$ cat src/rtl/dot_sequencer.sv
// dot_sequencer: collects H element pairs into a/b vectors, drives a level-sensitive
// start to an external dot-product engine, captures its result and hands it downstream
// with a valid/ready handshake. A CLEAR state waits for the engine's done level to drop
// so a stale done cannot terminate the following run.
//
// Optional feature macro: DOT_SEQ_TIMEOUT_EN
//   When defined, a RUN-state watchdog of TMO_CYCLES cycles is built and the res_err
//   port exists; an expired run produces res_data=0 with res_err=1.

module dot_sequencer #(
    parameter int unsigned Q          = 15,   // fractional bits, carried for the engine only
    parameter int unsigned N          = 32,
    parameter int unsigned H          = 10,
    parameter int unsigned TMO_CYCLES = 1024
) (
    input  logic                  clk,
    input  logic                  rst_n,
    input  logic                  in_valid,
    output logic                  in_ready,
    input  logic [N-1:0]          in_a,
    input  logic [N-1:0]          in_b,
    output logic [H-1:0][N-1:0]   a_vec,
    output logic [H-1:0][N-1:0]   b_vec,
    output logic                  start_dot,
    input  logic                  dot_done,
    input  logic [N-1:0]          dot_result,
    output logic                  res_valid,
    input  logic                  res_ready,
    output logic [N-1:0]          res_data,
`ifdef DOT_SEQ_TIMEOUT_EN
    output logic                  res_err,
`endif
    output logic                  busy
);

    localparam int unsigned IdxW = (H > 1) ? $clog2(H) : 1;

    typedef enum logic [1:0] {
        StLoad  = 2'd0,
        StRun   = 2'd1,
        StOut   = 2'd2,
        StClear = 2'd3
    } state_e;

    state_e               state_q, state_d;
    logic [IdxW-1:0]      idx_q, idx_d;
    logic [H-1:0][N-1:0]  a_q, b_q;
    logic [N-1:0]         res_q, res_d;
    logic                 accept;
    logic                 tmo_hit;

    // Q is a pass-through attribute of the data format; nothing here depends on it.
    logic [31:0] unused_q;
    assign unused_q = Q;

`ifdef DOT_SEQ_TIMEOUT_EN
    localparam int unsigned TmoW = $clog2(TMO_CYCLES + 1);

    logic [TmoW-1:0] tmo_q, tmo_d;
    logic            err_q, err_d;

    // Watchdog: counts RUN cycles, held at zero elsewhere so it restarts on every RUN entry.
    always_comb begin
        tmo_d   = '0;
        tmo_hit = 1'b0;
        err_d   = err_q;
        if (state_q == StRun) begin
            tmo_d   = tmo_q + 1'b1;
            tmo_hit = !dot_done && (tmo_q == TmoW'(TMO_CYCLES - 1));
            if (dot_done) begin
                err_d = 1'b0;
            end else if (tmo_hit) begin
                err_d = 1'b1;
            end
        end
    end

    // Watchdog counter and error flag registers.
    always_ff @(posedge clk or negedge rst_n) begin
        if (!rst_n) begin
            tmo_q <= '0;
            err_q <= 1'b0;
        end else begin
            tmo_q <= tmo_d;
            err_q <= err_d;
        end
    end

    assign res_err = err_q;
`else
    logic [31:0] unused_tmo;
    assign unused_tmo = TMO_CYCLES;
    assign tmo_hit    = 1'b0;
`endif

    // Next-state logic: load index, state transitions and result capture.
    always_comb begin
        state_d = state_q;
        idx_d   = idx_q;
        res_d   = res_q;
        accept  = 1'b0;
        unique case (state_q)
            StLoad: begin
                // dot_done is deliberately not looked at here.
                if (in_valid) begin
                    accept = 1'b1;
                    if (idx_q == IdxW'(H - 1)) begin
                        idx_d   = '0;
                        state_d = StRun;
                    end else begin
                        idx_d = idx_q + 1'b1;
                    end
                end
            end
            StRun: begin
                if (dot_done) begin
                    res_d   = dot_result;
                    state_d = StOut;
                end else if (tmo_hit) begin
                    res_d   = '0;
                    state_d = StOut;
                end
            end
            StOut: begin
                if (res_ready) begin
                    state_d = StClear;
                end
            end
            StClear: begin
                if (!dot_done) begin
                    state_d = StLoad;
                end
            end
            default: begin
                state_d = StLoad;
            end
        endcase
    end

    // State, index and result registers.
    always_ff @(posedge clk or negedge rst_n) begin
        if (!rst_n) begin
            state_q <= StLoad;
            idx_q   <= '0;
            res_q   <= '0;
        end else begin
            state_q <= state_d;
            idx_q   <= idx_d;
            res_q   <= res_d;
        end
    end

    // Vector storage: written only on LOAD acceptances, held in every other state.
    always_ff @(posedge clk or negedge rst_n) begin
        if (!rst_n) begin
            a_q <= '0;
            b_q <= '0;
        end else if (accept) begin
            a_q[idx_q] <= in_a;
            b_q[idx_q] <= in_b;
        end
    end

    // Outputs are pure functions of the registered state.
    always_comb begin
        in_ready  = (state_q == StLoad);
        start_dot = (state_q == StRun);
        res_valid = (state_q == StOut);
        busy      = (state_q != StLoad);
        res_data  = res_q;
        a_vec     = a_q;
        b_vec     = b_q;
    end

endmodule

$ cat config.mk
export PLATFORM = sky130hd
export DESIGN_NAME = dot_sequencer
export DESIGN_NICKNAME = d
export VERILOG_FILES = /design/src/rtl/dot_sequencer.sv
export SDC_FILE = /design/constraint.sdc
export NUM_CORES = 1
export LEC_CHECK = 0
export CAP_MARGIN = 10
export CORE_AREA = 10 10 296 298
export DETAILED_ROUTE_END_ITERATION = 6
export DIE_AREA = 0 0 306 308
export PLACE_DENSITY = 0.62
export SYNTH_ARGS = -nofsm -noshare
export SYNTH_HDL_FRONTEND = slang
export SYNTH_SLANG_ARGS = --single-unit
$ cat constraint.sdc
create_clock -name clk -period 2.7 [get_ports clk]
set_input_delay 0.27 -clock clk [delete_from_list [all_inputs] [get_ports clk]]
set_output_delay 0.27 -clock clk [all_outputs]
set_load 0.02 [all_outputs]
==> results of run 1 <==
==> where the power goes <==
group          switching [W]  leakage (nW)  internal [W]  total [W]
Sequential           0.00237          8.90        0.0145     0.0169
Combinational         0.0106          6.70        0.0107     0.0213
Clock                0.00417          1.26       0.00626     0.0104
==> final timing paths <==
check | startpoint | to | depth (start not counted) | slack [ns]
max | state_q[0]$_DFFE_PN0P_ | in_ready | 3 | 0.21
min | rst_n | a_vec[17]$_DFFE_PN0P_ | 2 | 0.20
max reg2reg | state_q[0]$_DFFE_PN0P_ | b_vec[211]$_DFFE_PN0P_ | 6 | 0.30
min reg2reg | a_vec[152]$_DFFE_PN0P_ | a_vec[152]$_DFFE_PN0P_ | 1 | 0.50
max in group asynchronous | rst_n | b_vec[39]$_DFFE_PN0P_ | 4 | 1.40
min in group clk | dot_result[12] | res_data[12]$_DFFE_PN0P_ | 2 | 0.28
==> layout by cell type (no fill, tap or decap), types with 3 or more instances in the layout <==
cell             synthesis  routed
buf_12                   0      23
buf_4                    6      18
bufinv_16                0       5
clkbuf_1                 2      14
clkbuf_16                0      79
clkbuf_8                 0      15
clkdlybuf4s50_1          0     775
clkinv_2                 0      15
dfrtp_1                678     678
ha_1                     5       5
inv_1                    3       3
inv_6                    0       4
mux2_1                  12      12
mux2_2                 661     661
nand2_1                  5       3
nor2_1                   3       3
nor2b_1                  5       5
==> kinds of logic after synthesis <==
group / count (synthesis) / share of synthesized area
AO/OA/AOI/OAI: 5 / 0.001520
XOR/XNOR: 2 / 0.0006867
adder cells (fa/ha/maj): 5 / 0.002452
buffers and inverters: 137 / 0.02540
flip-flops: 678 / 0.6650
multiplexers: 674 / 0.2974
AND/OR/NAND/NOR: 28 / 0.007503
==> metrics by stage <==
| stage | worst slack, ns | hold WS (ns) | power [W] |
|---|---|---|---|
| after floorplan | 0.4139 | -0.02559 | 0.02651 |
| after global placement | 0.3264 | 0.2808 | 0.03819 |
| after detailed placement | 0.2881 | 0.2703 | 0.03861 |
| after CTS | 0.1670 | 0.1926 | 0.04928 |
| after global routing | 0.1023 | 0.1918 | 0.05089 |
| final | 0.2094 | 0.2006 | 0.04859 |
==> cell type report <==
type / count / area share
sequential: 678 / 0.4563
timing repair buffer: 818 / 0.2253
multi-input combinational: 714 / 0.2137
clock buffer: 108 / 0.06013
tap: 1070 / 0.03601
clock inverter: 27 / 0.008110
inverter: 3 / 0.0003029
antenna: 1 / 0.00006730
==> metal layers <==
| metal | track usage | routed length, um |
|---|---|---|
| met1 | 0.2086 | 34230 |
| met2 | 0.3096 | 43470 |
| met3 | 0.07667 | 8430 |
| met4 | 0.05599 | 2506 |
| met5 | 0 | 0 |
==> registers in the layout, indices dropped and copies added (netlist names) <==
| register | flops |
|---|---|
| res_data | 32 |
| b_vec | 320 |
| state_q | 2 |
| idx_q | 4 |
| a_vec | 320 |
==> repair_timing <==
| item | in CTS | in global routing |
|---|---|---|
| endpoints found under the setup margin | 0 | 0 |
| hold buffers | 1 | 0 |
| gates resized for setup | 0 | 0 |
| endpoints found under the hold margin | 46 | 0 |
==> impl_metrics.ini, run 1 <==
[global_routing]
gr-total-overflow = 0
grt_max_degree = 85
grt_pass1_vias = 17510
grt_pass1_wl_um = 127900
grt_util_all_layers = 0.1831
antenna_found_initial = 2

[die]
die_h_um = 308
pin_count = 777
std_cell_rows = 105
dieArea_mm2 = 0.09425
coreArea_mm2 = 0.08158
die_x_um = 306
start_util = 0.3127

[yosys]
syn_nets = 1635
synth_area_per_cell_um2 = 16.69
synth_cell_types = 33
ys_seq_area_frac = 0.6650
synth_common_cells = dfrtp_1 (678), mux2_2 (661), buf_1 (67)
synth.top_cell.area_share = 0.6650
synth-async-reset-ratio = 1.000
syn_area_mm2 = 0.02551
yosys.area.top_type = dfrtp_1
synth_top_cells_by_area = dfrtp_1 (66%), mux2_2 (29%), buf_2 (1.0%)
synth_seq_cells = 678
yosysWarningCount = 0
netlist_instances = 1529
synth_ff_type = dfrtp_1
synth_edf_count = 0
yosys.cell_count.top_type = dfrtp_1

[sta]
fmax_mhz = 401.5
post-route-min-period_ns = 2.491
finalSetupViolCount = 0
slew_headroom = 0.4357
period_share = 0.9224
clock_skew_ns = 0.02346
final_hold_viol_count = 0
rsz0062_at_grt = no
tightestPinTransition_ns = 0.8438
drv_slew = 0
finalSetupTns_ns = 0

[finish]
nets = 2398
area_delta_synth_final_pct = 45.74
multiInputGateArea_mm2 = 0.007948
instances_no_fill = 3419
drive_gt1_frac = 0.3565
n_fill_cell = 7138
final_cell_area_mm2 = 0.03718
final_util = 0.4557
ff_latch_area_mm2 = 0.01697

[setup_path]
cp_cell_sequence = inv_1 -> ha_1 -> clkdlybuf4s50_1
cp_top_family = buffers and inverters
cp.arrival_ns = 2.22
critPathMaxFanout = 6
required_ns = 2.43
critPathBufInv = 2
critPathCaptureType = output pin
criticalPathCategory = flip-flop to output pin
worst_path_largest_cell_delay_ns = 0.72
crit_slowest_cell = clkdlybuf4s50_1
start_kind = flip-flop

[place]
dpl_cell_area_mm2 = 0.03463
placed_cells = 3282
io_buffers = 776
hpwl_um = 64260
gp_congestion = 0.7724

[route]
firstDrtPassIters = 4
vias = 15900
routedWlPerCell_um = 25.93
vias_per_cell = 4.650
drc = 0
postRouteAntennaNets = 0
routed_wl_um = 88640
drt-initial-drc-count = 594

[worst_hold_path]
hold_class = input pin to async pin

[power_and_ir_drop]
leakagePower_nw = 16.86
ir_drop_mv = 0.6593
powerDensity_mw_per_mm2 = 1307

[run_status]
status = completed

[clocking]
ctsLongestPathBuffers = 3
cts.sinks = 678
post-cts-setup-buffers = 0
htreeDepth = 3
root_buffer = clkbuf_16
cts_buffers = 77
insertion_delay_ns = 0.61
cts_tree = yes
clk_pin_slew_ns = 0.06

[job]
drv_cap = 0
Power figures use the tool's default switching activity.
==> run 2: changes to the inputs <==
--- a/config.mk
+++ b/config.mk
@@ -9,6 +9,7 @@
 export CORE_AREA = 10 10 296 298
 export DETAILED_ROUTE_END_ITERATION = 6
 export DIE_AREA = 0 0 306 308
+export GPL_ROUTABILITY_DRIVEN = 0
 export PLACE_DENSITY = 0.62
 export SYNTH_ARGS = -nofsm -noshare
 export SYNTH_HDL_FRONTEND = slang
==> results of run 2 <==
The final DEF is identical to that of run 1; final timing and power are the same.
==> run 3: changes to the inputs <==
--- a/config.mk
+++ b/config.mk
@@ -5,6 +5,7 @@
 export SDC_FILE = /design/constraint.sdc
 export NUM_CORES = 1
 export LEC_CHECK = 0
+export ABC_CLOCK_PERIOD_IN_PS = 2700
 export CAP_MARGIN = 10
 export CORE_AREA = 10 10 296 298
 export DETAILED_ROUTE_END_ITERATION = 6
==> results of run 3 <==
The final DEF is identical to that of run 1; final timing and power are the same.
